===== src/rtl/vram_pkg.sv =====
// Shared video-RAM definitions: reader FSM states, slot timing defaults, address width.
package vram_pkg;

  localparam int unsigned VRAM_ADDR_W    = 15;
  localparam int unsigned SLOT_LEN_DEF   = 4;
  localparam int unsigned SAMPLE_CYC_DEF = 3;

  typedef enum logic [1:0] {
    IDLE      = 2'd0,
    WAIT_SLOT = 2'd1,
    ACCESS    = 2'd2,
    HOLD      = 2'd3
  } vram_state_t;

endpackage


===== src/rtl/sig_sync.sv =====
// Multi-flop synchronizer for asynchronous inputs; reset loads RST_VAL into every stage.
module sig_sync #(
  parameter int unsigned       WIDTH   = 1,
  parameter int unsigned       STAGES  = 2,
  parameter logic [WIDTH-1:0]  RST_VAL = '1
) (
  input  logic             clk,
  input  logic             rst,
  input  logic [WIDTH-1:0] d,
  output logic [WIDTH-1:0] q
);

  logic [WIDTH-1:0] ff [STAGES];

  always_ff @(posedge clk) begin
    if (rst) begin
      for (int unsigned i = 0; i < STAGES; i++) ff[i] <= RST_VAL;
    end else begin
      ff[0] <= d;
      for (int unsigned i = 1; i < STAGES; i++) ff[i] <= ff[i-1];
    end
  end

  assign q = ff[STAGES-1];

endmodule


===== src/rtl/vram_reader.sv =====
// CPU read port into video RAM: waits for a free video-timing slot, reads one byte, holds it for the CPU.
module vram_reader
  import vram_pkg::*;
#(
  parameter int unsigned SYNC_STAGES = 2,
  parameter int unsigned SLOT_LEN    = SLOT_LEN_DEF,
  parameter int unsigned SAMPLE_CYC  = SAMPLE_CYC_DEF
) (
  input  logic                   CLK_50,
  input  logic                   RST,
  input  logic [VRAM_ADDR_W-1:0] CPU_A,
  input  logic                   CPU_nCS,
  input  logic                   CPU_nRD,
  output logic [7:0]             CPU_D_OUT,
  output logic                   CPU_D_OE,
  output logic                   CPU_nWAIT,
  input  logic                   SLOT,
  output logic                   RAM_REQ,
  output logic [VRAM_ADDR_W-1:0] RAM_A,
  input  logic [7:0]             RAM_D_IN,
  output logic                   RAM_nOE
);

  localparam int unsigned CNT_W = (SLOT_LEN > 1) ? $clog2(SLOT_LEN) : 1;
  localparam logic [CNT_W-1:0] CNT_LAST   = CNT_W'(SLOT_LEN - 1);
  localparam logic [CNT_W-1:0] CNT_SAMPLE = CNT_W'(SAMPLE_CYC);

  vram_state_t            state, state_n;
  logic [CNT_W-1:0]       cnt;
  logic                   aborted;
  logic                   latch_addr;
  logic [VRAM_ADDR_W-1:0] addr_q;
  logic [7:0]             data_q;
  logic [1:0]             strobes;
  logic                   rd_act;

  sig_sync #(
    .WIDTH  (2),
    .STAGES (SYNC_STAGES),
    .RST_VAL(2'b11)
  ) u_sync (
    .clk(CLK_50),
    .rst(RST),
    .d  ({CPU_nCS, CPU_nRD}),
    .q  (strobes)
  );

  assign rd_act = ~strobes[1] & ~strobes[0];

  always_ff @(posedge CLK_50) begin
    if (RST) state <= IDLE;
    else     state <= state_n;
  end

  always_comb begin
    state_n    = state;
    latch_addr = 1'b0;
    case (state)
      IDLE: begin
        if (rd_act) begin
          state_n    = WAIT_SLOT;
          latch_addr = 1'b1;
        end
      end
      WAIT_SLOT: begin
        if (!rd_act)   state_n = IDLE;
        else if (SLOT) state_n = ACCESS;
      end
      ACCESS: begin
        // a release seen anywhere in the slot skips HOLD, but never cuts the slot short
        if (cnt == CNT_LAST) state_n = (aborted || !rd_act) ? IDLE : HOLD;
      end
      HOLD: begin
        if (!rd_act) state_n = IDLE;
      end
      default: state_n = IDLE;
    endcase
  end

  always_ff @(posedge CLK_50) begin
    if (RST) begin
      cnt     <= '0;
      aborted <= 1'b0;
      addr_q  <= '0;
      data_q  <= '0;
    end else begin
      cnt <= (state == ACCESS && state_n == ACCESS) ? cnt + CNT_W'(1) : '0;
      if (state != ACCESS) aborted <= 1'b0;
      else if (!rd_act)    aborted <= 1'b1;
      if (latch_addr) addr_q <= CPU_A;
      if (state == ACCESS && cnt == CNT_SAMPLE) data_q <= RAM_D_IN;
    end
  end

  assign RAM_REQ   = (state == ACCESS);
  assign RAM_nOE   = ~RAM_REQ;
  assign RAM_A     = addr_q;
  assign CPU_nWAIT = ~((state == WAIT_SLOT) || (state == ACCESS));
  assign CPU_D_OE  = (state == HOLD);
  assign CPU_D_OUT = data_q;

endmodule


===== config.mk =====
export PLATFORM = sky130hd
export DESIGN_NAME = vram_reader
export DESIGN_NICKNAME = d
export VERILOG_FILES = /design/src/rtl/vram_pkg.sv /design/src/rtl/sig_sync.sv /design/src/rtl/vram_reader.sv
export SDC_FILE = /design/constraint.sdc
export NUM_CORES = 1
export LEC_CHECK = 0
export CORE_MARGIN = 3
export CORE_UTILIZATION = 44
export DETAILED_ROUTE_END_ITERATION = 12
export PLACE_DENSITY_LB_ADDON = 0.08
export SETUP_SLACK_MARGIN = 0.02
export SYNTH_ARGS = -nofsm -noshare
export SYNTH_HDL_FRONTEND = slang
export SYNTH_SLANG_ARGS = --single-unit

===== constraint.sdc =====
create_clock -name CLK_50 -period 3 [get_ports CLK_50]
set_input_delay 0.6 -clock CLK_50 [delete_from_list [all_inputs] [get_ports CLK_50]]
set_output_delay 0.6 -clock CLK_50 [all_outputs]
set_load 0.1 [all_outputs]

Word-level counts from Yosys, hierarchy flattened
Memories as Yosys holds them, arrays and structs flattened.
Index checks and enable logic that the tools add are counted.
{"block": "classes", "eq_ne": 6, "bitwise": 8, "mux": 14, "addsub": 1, "n_reduce_logical": 8}
{"op": "$mux W2", "count": 8}
{"op": "$eq A2 B2 Y1 const B", "count": 4}
{"op": "$pmux W2 S4", "count": 1}
{"op": "$mux W1", "count": 5}
{"op": "$not A1 Y1", "count": 5}
{"op": "$reduce_or A2 Y1", "count": 2}
{"op": "$add A2 B1 Y2 const B", "count": 1}
{"op": "$eq A2 B1 Y1 const B", "count": 1}
{"op": "$logic_and A1 B1 Y1", "count": 2}
{"op": "$logic_not A2 Y1", "count": 1}
{"op": "$logic_or A1 B1 Y1", "count": 2}
{"op": "$ne A2 B2 Y1 const B", "count": 1}
{"op": "$or A1 B1 Y1", "count": 2}
{"op": "$and A1 B1 Y1", "count": 1}
{"op": "$logic_not A1 Y1", "count": 1}
{"block": "totals", "inputBits": 28, "mem_count": 1, "ram_bits": 4, "ff_bits": 28}
{"memory": "u_sync.ff", "words": 2, "width": 2, "read_ports": 2, "rd_ports_with_merged_regs": 0, "wr": 2, "line_no": "sig_sync.sv:13", "rtl": "logic [WIDTH-1:0] ff [STAGES];"}

Longest topological paths before layout
{"block": "depth", "depth_word": 11, "ltp_mapped": 7, "depth_no_buf": 6}

Hierarchy
A second synthesis with hierarchy kept.
{"block": "unflattened", "cells_unflattened": 150, "area_unflattened_um2": 1281.2}
{"mod": "vram_reader", "cells_each": 140, "seq_area_each_um2": 560.5, "area_per_inst_um2": 1161.1, "instances": 1}
{"mod": "sig_sync", "cells_each": 10, "seq_area_each_um2": 80.1, "area_per_inst_um2": 120.1, "instances": 1}

Worst setup path after synthesis
Ideal clock, no wire load.
{"block": "synth_timing", "path_kind": "flip-flop to output port", "startpoint": "register state[0]", "endpoint": "output port RAM_nOE", "required_time_ns": 2.400, "path_slack_ns": 0.350, "path_stages_with_launch": 5, "arrival_time_ns": 2.050, "path_cell_list": "dfxtp_1 > inv_1 > ha_1 > clkbuf_1 > inv_1"}
{"block": "synth_between", "elab_chain_cells": 2}
{"item": "start: declaration", "line_no": "vram_reader.sv:28", "rtl": "vram_state_t state, state_n;"}
{"item": "start signal: assignment", "line_no": "vram_reader.sv:52", "rtl": "else state <= state_n;"}
{"item": "$eq A2 B2 Y1", "line_no": "vram_reader.sv:95", "rtl": "assign RAM_REQ = (state == ACCESS);"}
{"item": "named net RAM_REQ", "line_no": "vram_reader.sv:18", "rtl": "output logic RAM_REQ,"}
{"item": "$not A1 Y1", "line_no": "vram_reader.sv:96", "rtl": "assign RAM_nOE = ~RAM_REQ;"}
{"item": "end: declaration", "line_no": "vram_reader.sv:21", "rtl": "output logic RAM_nOE"}
The timed path passes the listed nets, and every way through them passes these cells.

Worst setup path in the final report
{"block": "layout_timing", "startpoint": "register state[0]", "endpoint": "output port RAM_nOE"}
{"block": "layout_between", "elab_chain_cells": 2}
{"item": "$eq A2 B2 Y1", "line_no": "vram_reader.sv:95"}
{"item": "$not A1 Y1", "line_no": "vram_reader.sv:96"}
Every way passes these cells.

==> results.md <==
- Dpl hpwl: 2.25 mm
- Slew headroom: between 60% and 70%
- Routability Congestion: 0.756
- IO Count: 55
- Buffers inserted by post-CTS timing repair: 0
- Unrepaired setup endpoints after global routing: no
- Fin Setup TNS: 0 ns
- R2R setup slack: 0.88 ns
- Post-Syn Nets: 181
- DRT iter0 DRCs: 44
- Inserted Clock Buffers: 5
- Max Slew Vio Count: 0
- Peak VDD IR: 0.000280 V
- Finished Layout Cells: approximately 230
- H-tree levels: 2
- Core Region: 2610 um2
- Max_cap viols: 0
- DR WL/cell: 12.9 um
- Crit-path max FO: 14
- F_max: around 430 MHz
- Placed cells: 226
- Crit path launch type: flip-flop
- Number of library cell types mapped by synthesis: 21
- Nets: 236
- Global-route usage over all layers: 18.9%
- Initial Utilization: 48.4%
- R2r worst-path depth: 6
- Chip height: 59.6 um
- Drt via density: between 5 and 6
- IO Port Bufs: 54
- Hold buffer count at cts: 0
- Critical Path Source: state[0]$_SDFF_PP0_
- First-pass GRT wire length: about 4.9 mm
- Drt first pass iters: 4
- Clock latency on the worst-skew pair: 0.32 ns
- Synth top area share: 50.6%
- Post-CTS resize count: 0
- Vias in the first global route: ~1200
- # DRC: 0
- Layout Utilization: 69.5%
- Area growth from synthesis to layout: 43.6%
- Tcrit/Tclk final: 76.7%
- Root Driver: clkbuf_4
- CTS tree: built
- Die W: 59.6 um
- Yosys Warn Count: 0
- Layout cells sized above 1: 21.6%
- Worst reg2reg endpoint: cnt[0]$_SDFF_PP0_
- Kind of critical path: flip-flop to primary output
- Die Area: 3550 um2
- Largest net degree at the start of global routing: 18
- Post-Syn Area: 1260 um2
- Hold Path End: u_sync.ff[0][3]$_SDFF_PP1_
- Status: completed
- Leak: between 0.6 and 0.7 nW
- Critical path arrival: 1.70 ns
- FF-to-FF Start: state[0]$_SDFF_PP0_
- Yosys top cell by area: dfxtp_1
- Register bit total from synthesis: 32
- Clk slew on worst S/H paths: ~0.10 ns
- Gr ovfl total: 0
- Site Rows: 18
- Total wire length: approximately 3.0 mm
- Post-Synthesis Cells: 148
- Final hold vios: 0
- Clk sinks: 32
- Clock skew: 0.00926 ns
- Mapped Avg Cell Area: 8.55 um2
- Hold Path Class: flip-flop to flip-flop
- Hold wc startpoint: u_sync.ff[0][1]$_SDFF_PP1_
- Number of diodes: 0
- Setup-failing EPs final: 0
- FILL cells: approximately 230
- Min Tclk post-route: approximately 2.3 ns
- Worst setup EP type: primary output
- Synth top area cells: dfxtp_1 51%, nand2_1 12%, a21oi_1 10%, ha_1 4.9%, nand3_1 3.6%
- P per Cell Area: 412 nW/um2
- DRT antenna net count: 0
- Slew @ Worst Pin: 0.547 ns
- Sequential share of the synthesized area: between 50% and 60%
- Vias: approximately 1200
- Hold path cells: 1
- Initial antenna violation count: 0
- Req. time, crit path: 2.40 ns
- Clock Path Buffers: 2
-- routing by layer --
| layer | up-vias | global-route usage (%) | part of all wire, % |
|---|---|---|---|
| met2 | 62 | 30.3 | 48 |
| li1 | 605 | - | - |
| met5 | - | 0 | 0 |
| met1 | 536 | 21.9 | 41 |
| met4 | 0 | 11.1 | 2.0 |
| met3 | 7 | 5.88 | 8.5 |
-- where the power goes --
group	internal [mW]	leakage, nW	switching, mW	total, mW
Sequential	0.429	0.259	0.00264	0.431
Clock	0.116	0.0326	0.136	0.252
Combinational	0.0380	0.398	0.0281	0.0661
-- cell usage after synthesis, drive strengths merged --
cell and count:
nor3 1, nand2b 1, nand4b 1, nand3 9
buf 2, o2bb2ai 1, a311o 1, inv 6
nand2 40, o211ai 3, nor3b 1, or3b 1
or2 4, nor2b 2, ha 5, nor2 3
dfxtp 32, a2111oi 2, clkbuf 6, a21oi 26
o21a 1
-- flip-flops by register name, indices dropped and copies added (netlist names) --
register / cells
state: 2
RAM_A: 15
u_sync.ff: 4
aborted: 1
CPU_D_OUT: 8
cnt: 2
-- placed cells by master (no fill, tap or decap) --
master / synthesis / final
a311o_1: 1 / 1
o211ai_1: 3 / 3
or2_2: 4 / 4
o2bb2ai_1: 1 / 1
nand4b_1: 1 / 1
clkdlybuf4s50_1: 0 / 27
a2111oi_2: 2 / 2
nor2_1: 3 / 3
nor3b_2: 1 / 1
dfxtp_1: 32 / 32
nand3_1: 9 / 9
o21a_4: 1 / 1
or3b_1: 1 / 1
ha_1: 5 / 5
clkbuf_1: 6 / 2
clkbuf_8: 0 / 1
inv_1: 6 / 6
nor3_2: 1 / 1
clkbuf_4: 0 / 5
nor2b_1: 2 / 2
nand2b_1: 1 / 1
a21oi_1: 26 / 26
buf_4: 0 / 29
nand2_1: 40 / 40
-- stage by stage --
stage                     worst slack [ns]  power [mW]  hold WS, ns  cell area, um2
after detailed placement             0.893       0.507        0.397            1760
final                                0.699       0.749        0.415            1820
after global placement               0.991       0.506        0.392            1760
after global routing                 0.568       0.784        0.431            1820
after floorplan                      0.350       0.466        0.389            1260
after CTS                            0.685       0.759        0.419            1820
-- worst max-delay path, cell delays in order, from the launching register on --
cell and delay (ns):
dfxtp_1 0.44, inv_1 0.11, ha_1 0.38, inv_1 0.14
buf_4 0.30
-- layout make-up --
type	instances	area, um2	area share [%]
Sequential cell	32	641	35.3
Clock buffer	8	58.8	3.24
Tap cell	30	37.5	2.07
Multi-Input combinational cell	102	569	31.3
Timing Repair Buffer	56	488	26.9
Inverter	6	22.5	1.24
-- kinds of logic after synthesis --
logic type                 count (synthesis)  synth area share [%]
AOI/OAI and AO/OA                         34                  17.1
adders and majority gates                  5                  4.95
buffers and inverters                     14                  4.35
DFF                                       32                  50.6
and+or+nand+nor                           63                  22.9
-- worst max-delay path by stage --
stage,end,slack (ns),cells after the start
after CTS,RAM_nOE,0.68,4
after global placement,cnt[1]$_SDFF_PP0_,0.99,6
after global routing,RAM_nOE,0.57,4
final,RAM_nOE,0.70,4
after floorplan,RAM_nOE,0.35,4
after detailed placement,cnt[0]$_SDFF_PP0_,0.89,6
Power figures use the tool's default switching activity.
